`config.mk`:
```
export PLATFORM = sky130hd
export DESIGN_NAME = add_sat_stage_flat
export DESIGN_NICKNAME = d
export VERILOG_FILES = /design/src/rtl/add_sat_if.sv /design/src/rtl/add_sat_stage.sv /design/src/flat_wrapper.sv
export SDC_FILE = /design/constraint.sdc
export NUM_CORES = 1
export LEC_CHECK = 0
export ABC_CLOCK_PERIOD_IN_PS = 3500
export BUFFER_PORTS_ARGS = -buffer_cell sky130_fd_sc_hd__buf_2
export CAP_MARGIN = 20
export CORE_MARGIN = 2
export CORE_UTILIZATION = 55
export DETAILED_ROUTE_END_ITERATION = 16
export PLACE_DENSITY = 0.81
export SETUP_SLACK_MARGIN = 0.02
export SYNTH_ARGS = -nofsm -noshare
export SYNTH_HDL_FRONTEND = slang
export SYNTH_SLANG_ARGS = --single-unit
```
`constraint.sdc`:
```
create_clock -name clk -period 3.5 [get_ports clk]
set_clock_uncertainty 0.2 [all_clocks]
set_input_delay 0.35 -clock clk [delete_from_list [all_inputs] [get_ports clk]]
set_output_delay 0.35 -clock clk [all_outputs]
set_load 0.05 [all_outputs]
```
`src/rtl/add_sat_if.sv`:
```
// Handshake bundle between the adder, the saturating output stage and its consumer.
interface add_sat_if #(
  parameter int unsigned WIDTH = 4
);
  logic             in_valid;
  logic             in_ready;
  logic [WIDTH-1:0] sum;
  logic             overflow;
  logic             a_msb;
  logic             out_valid;
  logic             out_ready;
  logic [WIDTH-1:0] out_data;
  logic             out_sat;

  modport master (
    output in_valid, sum, overflow, a_msb, out_ready,
    input  in_ready, out_valid, out_data, out_sat
  );

  modport slave (
    input  in_valid, sum, overflow, a_msb, out_ready,
    output in_ready, out_valid, out_data, out_sat
  );
endinterface

```
`src/rtl/add_sat_stage.sv`:
```
// Registered output stage for the ripple-carry adder: saturates signed overflow,
// buffers results in a 2-entry FIFO and counts accepted overflow events.
module add_sat_stage #(
  parameter int unsigned WIDTH     = 4,
  parameter int unsigned CNT_WIDTH = 8
) (
  input  logic                 clk,
  input  logic                 rst_n,
  add_sat_if.slave             bus,
  input  logic                 clear_count,
  output logic [CNT_WIDTH-1:0] ovf_count
);

  logic [WIDTH:0]     r_mem [2];
  logic               r_wptr;
  logic               r_rptr;
  logic [1:0]         r_occ;
  logic [CNT_WIDTH-1:0] r_cnt;

  logic               w_push;
  logic               w_pop;
  logic [WIDTH:0]     w_entry;

  // Entry layout is {sat, data}; direction of saturation follows operand a's sign.
  always_comb begin
    w_entry = {1'b0, bus.sum};
    if (bus.overflow) begin
      if (bus.a_msb) w_entry = {1'b1, 1'b1, {(WIDTH-1){1'b0}}};
      else           w_entry = {1'b1, 1'b0, {(WIDTH-1){1'b1}}};
    end
  end

  assign bus.in_ready  = (r_occ != 2'd2);
  assign bus.out_valid = (r_occ != 2'd0);
  assign bus.out_data  = r_mem[r_rptr][WIDTH-1:0];
  assign bus.out_sat   = r_mem[r_rptr][WIDTH];
  assign ovf_count     = r_cnt;

  assign w_push = bus.in_valid && bus.in_ready;
  assign w_pop  = bus.out_valid && bus.out_ready;

  always_ff @(posedge clk or negedge rst_n) begin
    if (!rst_n) begin
      for (int unsigned i = 0; i < 2; i++) r_mem[i] <= '0;
      r_wptr <= 1'b0;
      r_rptr <= 1'b0;
      r_occ  <= '0;
    end else begin
      if (w_push) begin
        r_mem[r_wptr] <= w_entry;
        r_wptr        <= ~r_wptr;
      end
      if (w_pop) r_rptr <= ~r_rptr;
      unique case ({w_push, w_pop})
        2'b10:   r_occ <= r_occ + 2'd1;
        2'b01:   r_occ <= r_occ - 2'd1;
        default: r_occ <= r_occ;
      endcase
    end
  end

  // Clear takes priority, then the same-cycle overflow push is counted on top.
  always_ff @(posedge clk or negedge rst_n) begin
    if (!rst_n) begin
      r_cnt <= '0;
    end else if (clear_count) begin
      r_cnt <= (w_push && bus.overflow) ? CNT_WIDTH'(1) : '0;
    end else if (w_push && bus.overflow && (r_cnt != '1)) begin
      r_cnt <= r_cnt + CNT_WIDTH'(1);
    end
  end

endmodule
```
`src/flat_wrapper.sv`:
```
// flat-port wrapper written by rule: the top's interface ports become plain ports
module add_sat_stage_flat 
#(
  parameter int unsigned WIDTH     = 4,
  parameter int unsigned CNT_WIDTH = 8
)
  (clk, rst_n, clear_count, ovf_count, bus_in_valid, bus_sum, bus_overflow, bus_a_msb, bus_out_ready, bus_in_ready, bus_out_valid, bus_out_data, bus_out_sat);
  add_sat_if #(.WIDTH(WIDTH)) bus_i ();
  input  logic clk;
  input  logic rst_n;
  input  logic clear_count;
  output logic [CNT_WIDTH-1:0] ovf_count;
  input wire logic [$bits(bus_i.in_valid)-1:0] bus_in_valid;
  input wire logic [$bits(bus_i.sum)-1:0] bus_sum;
  input wire logic [$bits(bus_i.overflow)-1:0] bus_overflow;
  input wire logic [$bits(bus_i.a_msb)-1:0] bus_a_msb;
  input wire logic [$bits(bus_i.out_ready)-1:0] bus_out_ready;
  output wire logic [$bits(bus_i.in_ready)-1:0] bus_in_ready;
  output wire logic [$bits(bus_i.out_valid)-1:0] bus_out_valid;
  output wire logic [$bits(bus_i.out_data)-1:0] bus_out_data;
  output wire logic [$bits(bus_i.out_sat)-1:0] bus_out_sat;
  assign bus_i.in_valid = bus_in_valid;
  assign bus_i.sum = bus_sum;
  assign bus_i.overflow = bus_overflow;
  assign bus_i.a_msb = bus_a_msb;
  assign bus_i.out_ready = bus_out_ready;
  assign bus_in_ready = bus_i.in_ready;
  assign bus_out_valid = bus_i.out_valid;
  assign bus_out_data = bus_i.out_data;
  assign bus_out_sat = bus_i.out_sat;
  add_sat_stage #(.WIDTH(WIDTH), .CNT_WIDTH(CNT_WIDTH)) u_core (.clk(clk), .rst_n(rst_n), .bus(bus_i), .clear_count(clear_count), .ovf_count(ovf_count));
endmodule
```
### Word-level counts from Yosys, hierarchy flattened

Cells that the tools add are included.

| storage, ports and cells | value |
|---|---|
| register bits | 22 |
| input bits | 11 |
| output and inout port bits | 15 |

| cells by class | value |
|---|---|
| add/subtract/negate cells | 3 |
| magnitude comparators | 3 |
| equal/unequal tests | 4 |
| multiplexer cells | 12 |
| bitwise logic cells | 4 |
| reductions and logical operators | 8 |

Operator list:

| kind | number |
|---|---|
| 5-bit 2-to-1 mux | 5 |
| 8-bit 2-to-1 mux | 2 |
| 10-bit bitwise mux | 1 |
| 8-bit by 1-bit adder with 8-bit output (second input constant) | 1 |
| 8-bit != test (second input constant) | 1 |
| 2-bit nonzero test | 3 |
| 5-bit demux with 1-bit select | 1 |
| 1-bit logical AND | 5 |
| 2-bit >= comparator (second input constant) | 2 |
| 4-bit 2-to-1 mux | 1 |
| 1-bit NOT with 2-bit output | 2 |
| 2-bit case mux with 2 select lines | 1 |
| 2-bit by 1-bit adder with 2-bit output (second input constant) | 1 |
| 2-bit by 1-bit == test with 1-bit output (second input constant) | 1 |
| 2-bit == test (second input constant) | 1 |
| 2-bit by 1-bit < comparator with 1-bit output (second input constant) | 1 |
| 2-bit != test (second input constant) | 1 |
| 1-bit NOT | 2 |
| 2-bit by 1-bit subtractor with 2-bit output (second input constant) | 1 |
| 1-bit 2-to-1 mux | 1 |

### Longest topological paths before layout

Gate-level depths: netlist (run 1).

| depth | value |
|---|---|
| word-level depth | 6 |
| gate-level depth with buffers | 8 |
| mapped depth without buffers | 7 |

### Worst setup path after synthesis (run 1)

Ideal clock, no wire load.

| timing | value |
|---|---|
| kind | reg-to-output |
| start point | reg u_core.r_rptr |
| end point | out bus_out_data[0] |
| arrival time | 1.652 ns |
| required time | 2.950 ns |
| setup slack | 1.298 ns |
| stages on the path, launching flop included | 3 |
| path buffers | 1 |
| cell sequence | dfrtp_1 -> clkbuf_1 -> o21ai_0 |

| on the way | value |
|---|---|
| word-level cells in the longest chain between the ends | 4 |

Ends and longest elaborated chain:

| element | RTL line | source |
|---|---|---|
| from (decl) | add_sat_stage.sv:16 | `logic r_rptr;` |
| from (signal assigned) | add_sat_stage.sv:53 | `if (w_pop) r_rptr <= ~r_rptr;` |
| 1-bit NOT with 2-bit output (not written as such) | add_sat_stage.sv:35 | `assign bus.out_data = r_mem[r_rptr][WIDTH-1:0];` |
| 5-bit 2-to-1 mux (not written as such) | add_sat_stage.sv:35 |  |
| 5-bit 2-to-1 mux (2 in series) | - |  |
| to (decl) | flat_wrapper.sv:20 | `output wire logic [$bits(bus_i.out_data)-1:0] bus_out_data;` |

Every way passes these cells. The select of a mux whose other input is x is not followed.

### Final worst setup path (run 1)

| timing | value |
|---|---|
| start point | reg u_core.r_occ[0] |
| end point | out bus_in_ready |

| on the way | value |
|---|---|
| word-level cells in the longest chain between the ends | 1 |

Ends and longest elaborated chain:

| element | RTL line | source |
|---|---|---|
| from (decl) | add_sat_stage.sv:17 | `logic [1:0] r_occ;` |
| from (signal assigned) | add_sat_stage.sv:55 | `2'b10: r_occ <= r_occ + 2'd1;` |
| from (signal assigned) | add_sat_stage.sv:56 | `2'b01: r_occ <= r_occ - 2'd1;` |
| from (signal assigned) | add_sat_stage.sv:57 | `default: r_occ <= r_occ;` |
| 2-bit != test | add_sat_stage.sv:33 | `assign bus.in_ready = (r_occ != 2'd2);` |
| to (decl) | flat_wrapper.sv:18 | `output wire logic [$bits(bus_i.in_ready)-1:0] bus_in_ready;` |

Every way passes these cells.

==> results of run 1 <==
==> power groups by stage <==
| stage | Sequential (W) | Clock [W] | Combinational (W) |
|---|---|---|---|
| 2_1_floorplan | 0.000406 | 0 | 0.000462 |
| 3_3_place_gp | 0.000412 | 0 | 0.000543 |
| 3_5_place_dp | 0.000421 | 0 | 0.000557 |
| 4_1_cts | 0.000415 | 0.000147 | 0.000561 |
| 5_1_grt | 0.000426 | 0.000156 | 0.000600 |
| 6_report | 0.000414 | 0.000141 | 0.000553 |
==> worst max-delay path: stages, from the launching register on <==
cell     delay, ns
dfrtp_1       0.46
nor2b_2       0.41
inv_2         0.12
buf_2         0.24
==> final timing paths <==
path                                              endpoint  slack [ns]                   startpoint
min                        u_core.ovf_count[5]$_DFFE_PN0P_        0.13                  clear_count
min in group asynchronous  u_core.ovf_count[2]$_DFFE_PN0P_        0.32                        rst_n
max in group asynchronous      u_core.r_mem[5]$_DFFE_PN0P_        2.45                        rst_n
max reg2reg                    u_core.r_occ[1]$_DFFE_PN0P_        1.57  u_core.r_occ[0]$_DFFE_PN0P_
min reg2reg                    u_core.r_occ[1]$_DFFE_PN0P_        0.29  u_core.r_occ[1]$_DFFE_PN0P_
max                                           bus_in_ready        1.42  u_core.r_occ[0]$_DFFE_PN0P_
==> cell type report <==
| cell class | instances | area, µm² | area share, % |
|---|---|---|---|
| multi-input combinational | 83 | 595.6 | 43.23 |
| inverter | 7 | 26.28 | 1.907 |
| timing repair buffer | 26 | 135.1 | 9.809 |
| tap | 27 | 33.78 | 2.452 |
| sequential | 22 | 550.5 | 39.96 |
| clock buffer | 4 | 36.28 | 2.634 |
==> state kept, by name, indices dropped and copies added (netlist names) <==
name	cells
u_core.r_mem	10
u_core.ovf_count	8
u_core.r_occ	2
u_core.r_rptr	1
u_core.r_wptr	1
==> logic make-up (layout without fill, tap and decap cells) <==
group	after synthesis	in the layout	synth area share (%)
AO/OA/AOI/OAI	25	25	13.87
XOR/XNOR	5	5	3.677
adder cells (fa/ha/maj)	2	2	2.101
buffers and inverters	10	37	3.781
flip-flops	22	22	46.22
multiplexers	8	8	7.668
AND/OR/NAND/NOR	43	43	22.69
==> placed cells by master, fill, tap and decap left out, types with 2 or more instances in the layout <==
| cell type | n |
|---|---|
| nor2_1 | 7 |
| a211oi_2 | 3 |
| nand3_1 | 2 |
| ha_1 | 2 |
| dfrtp_1 | 22 |
| buf_2 | 25 |
| o21ai_0 | 10 |
| mux2_4 | 2 |
| nand2_1 | 13 |
| nor3_1 | 4 |
| mux2i_1 | 5 |
| xor2_1 | 2 |
| a21boi_0 | 2 |
| clkbuf_4 | 3 |
| inv_1 | 6 |
| a21oi_1 | 5 |
| xnor2_1 | 3 |
| nor2b_1 | 2 |
==> per-layer routing <==
layer | GRT usage [%] | wire (µm) | up-vias
li1 | - | - | 455
met1 | 23.54 | 907 | 427
met2 | 37.28 | 1197 | 19
met3 | 4.167 | 97 | 4
met4 | 9.459 | 41 | 0
met5 | 0 | 0 | -
==> timing repair <==
action | in CTS | in global routing
hold buffers | 1 | 0
setup endpoints to repair | 0 | 0
hold endpoints to repair | 22 | 0
buffers inserted | 0 | 0
==> through the flow <==
step | area (µm²) | power (W) | std cells | util, %
floorplan | 1191 | 0.0008689 | 115 | -
global placement | 1331 | 0.0009554 | 164 | 66.50
detailed placement | 1331 | 0.0009782 | 164 | 66.50
CTS | 1378 | 0.001124 | 169 | 68.81
global route | 1378 | 0.001182 | 169 | 68.81
finish | 1378 | 0.001108 | 169 | 68.81
==> results by group, run 1 <==
CTS
  – H-tree depth: 1
  – Bufs on Longest Clock Path: 2
  – Root Buffer: clkbuf_4
  – CTS Sinks: 22
  – Clock latency on the worst-skew pair: 0.31 ns
  – TritonCTS clock tree: built
  – PostCTS Resize Cnt: 0
  – CTS Buf Count: 3
  – Clock-pin slew of the registers on the worst-case setup and hold paths: 0.12 ns

Detailed routing
  – Via/cell ratio: 5.355
  – DRC: 0
  – Remaining antenna violation count: 0
  – DR vias: 905
  – WL final: 2242 µm
  – Drt first-iter violations: 3
  – Pre-antenna DRT Iters: 4
  – DR WL/cell: 13.27 µm

Placed design
  – HPWL Detailed: 1730 µm
  – GPL Wtd Cong: 0.7888
  – # port buffers: 25
  – Pre-CTS WS: 1.589 ns

Floorplanning
  – Die width: 50.54 µm
  – Starting Density: 59.50%
  – Die area: 2554 µm²
  – Number of core rows: 16
  – Ports: 26
  – Placeable core area: 2002 µm²
  – Die height: 50.54 µm

Pwr
  – Max VDD drop: 0.6598 mV
  – Leak: 0.6511 nW
  – Combinational share of power: 49.9%
  – Sw frac: 48.33%
  – Pwr Density: 804.4 nW/µm²
  – Power Internal: 0.0005726 W
  – Seq pwr share: 37.4%
  – Sw Pwr: 0.0005356 W
  – Clock Power Share: 12.7%

Synthesis
  – Syn Inst Count: 115
  – Syn nets: 128
  – Post-synth ARST share: 100.0%
  – Synth Warn #: 0
  – Distinct cell type count after synthesis: 40
  – Top cell type's share of synthesized area: 46.22%
  – Area leader, netlist: dfrtp_1
  – Top cells by area, synth: dfrtp_1 (46%), mux2i_1 (4.2%), o21ai_0 (4.2%), nand2_1 (4.1%), a211oi_2 (3.2%)
  – Main synth FF type: dfrtp_1
  – Cell Area, Synth: 1191 µm²
  – Post-synth EDFFs: 0
  – Count leader, synth: dfrtp_1
  – Sequential area share after synthesis: 46.22%
  – Register bit count reported by yosys: 22
  – Syn avg cell area: 10.36 µm²
  – Commonest cells in the netlist: dfrtp_1 (22), nand2_1 (13), o21ai_0 (10)

Worst hold path
  – Worst Hold Depth: 2
  – Hold Crit Class: input pin to register

Global routing
  – GRT Resource Usage Total: 20.76%
  – Initial antenna violation count: 0
  – GRT Residual Overflow: 0
  – Largest net degree at the start of global routing: 23
  – First-pass GRT wire length: 3898 µm
  – Vias in the first global route: 910

STA
  – Worst setup margin: 1.422 ns
  – Setup_tns: 0 ns
  – Final Critical Period: 2.078 ns
  – Hold WS: 0.1264 ns
  – Fin. max-slew vios: 0
  – Worst Tran Pin Value: 0.4928 ns
  – Fin crit share: 59.38%
  – RSZ-0062 raised after global routing: no
  – Final hold vios: 0
  – Fmax: 481.2 MHz
  – Final number of setup-violating endpoints: 0
  – Slew headroom: 67.15%

Critical path
  – Critical Path Source Type: register
  – Reg2Reg Depth: 6
  – CP Capture Type: output port
  – Crit Path Max Fanout: 7
  – Setup CP Type: register to output port
  – Crit path required time: 2.95 ns
  – Arrival time worst endpoint: 1.53 ns

Job
  – Max-Cap Viols: 0

Status
  – Status: completed

Cells and area
  – # diodes: 0
  – Nets: 156
  – Fraction of layout instances using a drive strength above 1: 31.69%
  – # fillers: 162
  – Area delta synth->final: 15.65%
No activity file was read; power rests on OpenSTA's default activity.
==> run 2, diff against run 1 <==
ABC_AREA = 1   (was unset)
ABC_CLOCK_PERIOD_IN_PS = 1700   (was 3500)
CORE_UTILIZATION = 48   (was 55)
PLACE_DENSITY = 0.75   (was 0.81)
clock period = 1.7 ns   (was 3.5 ns; I/O delays follow)
==> results by group, run 2 <==
Floorplanning
  – Placeable core area: 2410 µm²
  – Die height: 53.95 µm
  – Starting Density: 49.69%
  – Number of core rows: 18
  – Die area: 2910 µm²
  – Ports: 26
  – Die width: 53.95 µm

Global routing
  – Largest net degree at the start of global routing: 23
  – Vias in the first global route: 1,022
  – GRT Resource Usage Total: 19.53%
  – GRT Residual Overflow: 0
  – Initial antenna violation count: 0
  – First-pass GRT wire length: 4071 µm

STA
  – Setup_tns: 0 ns
  – Slew headroom: 67.74%
  – Fin crit share: 94.51%
  – Worst Tran Pin Value: 0.4839 ns
  – Hold WS: 0.002183 ns
  – Fmax: 622.4 MHz
  – Final Critical Period: 1.607 ns
  – Worst setup margin: 0.09331 ns
  – RSZ-0062 raised after global routing: no
  – Fin. max-slew vios: 0
  – Final number of setup-violating endpoints: 0
  – Final hold vios: 0

Cells and area
  – Fraction of layout instances using a drive strength above 1: 31.41%
  – Commonest non-fill, non-tap cell in the layout: nand2_1
  – Number of flip-flops in the largest register: 10
  – Nets: 205
  – Area delta synth->final: 26.44%
  – Cell area after layout: 1514 µm²
  – Register with the most flip-flops: u_core.r_mem
  – Most frequent cells in the layout: nand2_1 (45), buf_2 (21), nor2_1 (19), dfrtp_1 (18)
  – # diodes: 0

Synthesis
  – Commonest cells in the netlist: nand2_1 (47), dfrtp_1 (22), nor2_1 (20)
  – Count leader, synth: nand2_1
  – Top cell type's share of synthesized area: 45.98%
  – Post-synth EDFFs: 0
  – Cell Area, Synth: 1197 µm²
  – Top cells by area, synth: dfrtp_1 (46%), nand2_1 (15%), nor2_1 (6.3%), nand3_1 (4.6%), o21ai_0 (4.6%)
  – Register bit count reported by yosys: 22
  – Syn avg cell area: 7.775 µm²
  – Sequential area share after synthesis: 45.98%
  – Syn Inst Count: 154
  – Main synth FF type: dfrtp_1
  – Area leader, netlist: dfrtp_1
  – Syn nets: 167
  – Post-synth ARST share: 100.0%
  – Synth Warn #: 0
  – Distinct cell type count after synthesis: 25

Critical path
  – CP Capture Type: output port
  – Reg2Reg Setup Slack: 0.13 ns
  – WP depth: 4
  – Arrival time worst endpoint: 1.24 ns
  – Slowest CP cell: dfrtp_2
  – Setup CP Type: register to output port
  – CP Cell Sequence: inv_2 > nand2_1 > nand2_1 > buf_4
  – Worst path bufs/invs: 2
  – Worst r2r src: u_core.r_occ[1]$_DFFE_PN0P_
  – Crit path required time: 1.33 ns
  – Crit Path Max Fanout: 7
  – Largest stage delay, worst path: 0.48 ns
  – Reg2Reg Depth: 7
  – Reg-to-reg endpoint: u_core.r_occ[1]$_DFFE_PN0P_
  – Critical Path Source Type: register
  – CP top delay family: flip-flops
  – Most used cell, CP: nand2_1

Detailed routing
  – DR vias: 1,108
  – DR WL/cell: 11.34 µm
  – Remaining antenna violation count: 0
  – WL final: 2507 µm
  – Drt first-iter violations: 22
  – Pre-antenna DRT Iters: 4
  – DRC: 0
  – Via/cell ratio: 5.014

Pwr
  – Leak: 0.7672 nW
  – Pwr Density: 1613 nW/µm²
  – Max VDD drop: 1.266 mV
  – Tot Pwr: 0.002442 W

CTS
  – Clock-pin slew of the registers on the worst-case setup and hold paths: 0.13 ns
  – Clock latency on the worst-skew pair: 0.30 ns
  – TritonCTS clock tree: built
  – Bufs on Longest Clock Path: 2
  – CTS Sinks: 22
  – CTS Buf Count: 3
  – H-tree depth: 1
  – Root Buffer: clkbuf_4

Placed design
  – Pre-CTS WS: 0.01318 ns
  – HPWL Detailed: 1763 µm
  – Placed cell area: 1378 µm²
  – # port buffers: 25
  – GPL Wtd Cong: 0.9071

Worst hold path
  – Hold Path Origin: bus_out_ready
  – Hold Path End: u_core.r_rptr$_DFFE_PN0P_
  – Hold Crit Class: input pin to register
  – Worst Hold Depth: 4

Job
  – Max-Cap Viols: 0

Status
  – Status: completed
[run 2: changes by cell type after synthesis, moves of 3 or more]
cell,previous run,this run
nor3_1,4,1
nor2_1,7,20
nand3_1,2,11
o21ai_2,0,4
nand2_1,13,47
mux2i_1,5,0
a211oi_2,3,0
inv_1,6,13
[run 2: power by group]
| part | switching [W] | internal, W |
|---|---|---|
| sequential | 0.000122 | 0.000702 |
| clock | 0.000156 | 0.000131 |
| combinational | 0.000886 | 0.000445 |
[run 2: worst reg2reg max path, cell delays in order, from the launching register on]
cell	delay (ns)
dfrtp_1	0.41
buf_4	0.14
nand2_4	0.07
nand2_4	0.08
ha_4	0.23
a21oi_1	0.11
o21ai_1	0.09
xor2_1	0.14
[run 2: cells by family (layout without fill, tap and decap cells)]
logic type	count (synthesis)	count (layout)	share of synthesized area [%]
AOI/OAI and AO/OA	23	23	11.60
xor gates and xnor gates	4	4	2.926
adders and majority gates	2	2	2.090
buffers and inverters	16	52	5.747
DFF	22	22	45.98
and+or+nand+nor	87	88	31.66
[run 2: how the worst max path moves through the flow]
stage	from	to	slack [ns]
6_report	u_core.r_rptr$_DFFE_PN0P_	bus_out_sat	0.09
5_1_grt	u_core.r_occ[0]$_DFFE_PN0P_	u_core.r_occ[1]$_DFFE_PN0P_	0.02
4_1_cts	u_core.r_occ[1]$_DFFE_PN0P_	u_core.r_occ[1]$_DFFE_PN0P_	0.03
3_5_place_dp	u_core.r_occ[1]$_DFFE_PN0P_	u_core.r_occ[1]$_DFFE_PN0P_	0.01
3_3_place_gp	u_core.r_occ[1]$_DFFE_PN0P_	u_core.r_occ[1]$_DFFE_PN0P_	0.07
2_1_floorplan	u_core.r_occ[1]$_DFFE_PN0P_	u_core.r_occ[1]$_DFFE_PN0P_	-0.14
[run 2: layout make-up]
class                      instances  area, µm²
tap                               30      37.54
clock buffer                       4      36.28
inverter                          14      52.55
sequential                        22      555.5
fill                             200      895.9
timing repair buffer              34      210.2
multi-input combinational        117      621.8
[run 2: per-layer routing]
layer	vias to the layer above	share of wire, %	GRT usage [%]
met1	512	47	22.97
li1	563	-	-
met4	0	1.2	8.974
met2	29	47	34.96
met3	4	4.5	2.500
met5	-	0	0
[run 2: timing repair]
action / CTS / global route
pin swaps: 0 / 1
resized for setup: 5 / 7
hold buffers: 3 / 0
setup endpoints to repair: 9 / 12
hold endpoints to repair: 25 / 0
cloned: 0 / 1
buffers inserted: 2 / 2
[run 2: metrics by stage]
step	utilization (%)	std cells
after floorplan	-	154
after detailed placement	57.17	209
after CTS	60.96	218
final	62.82	221
after global placement	57.17	209
after global routing	62.82	221
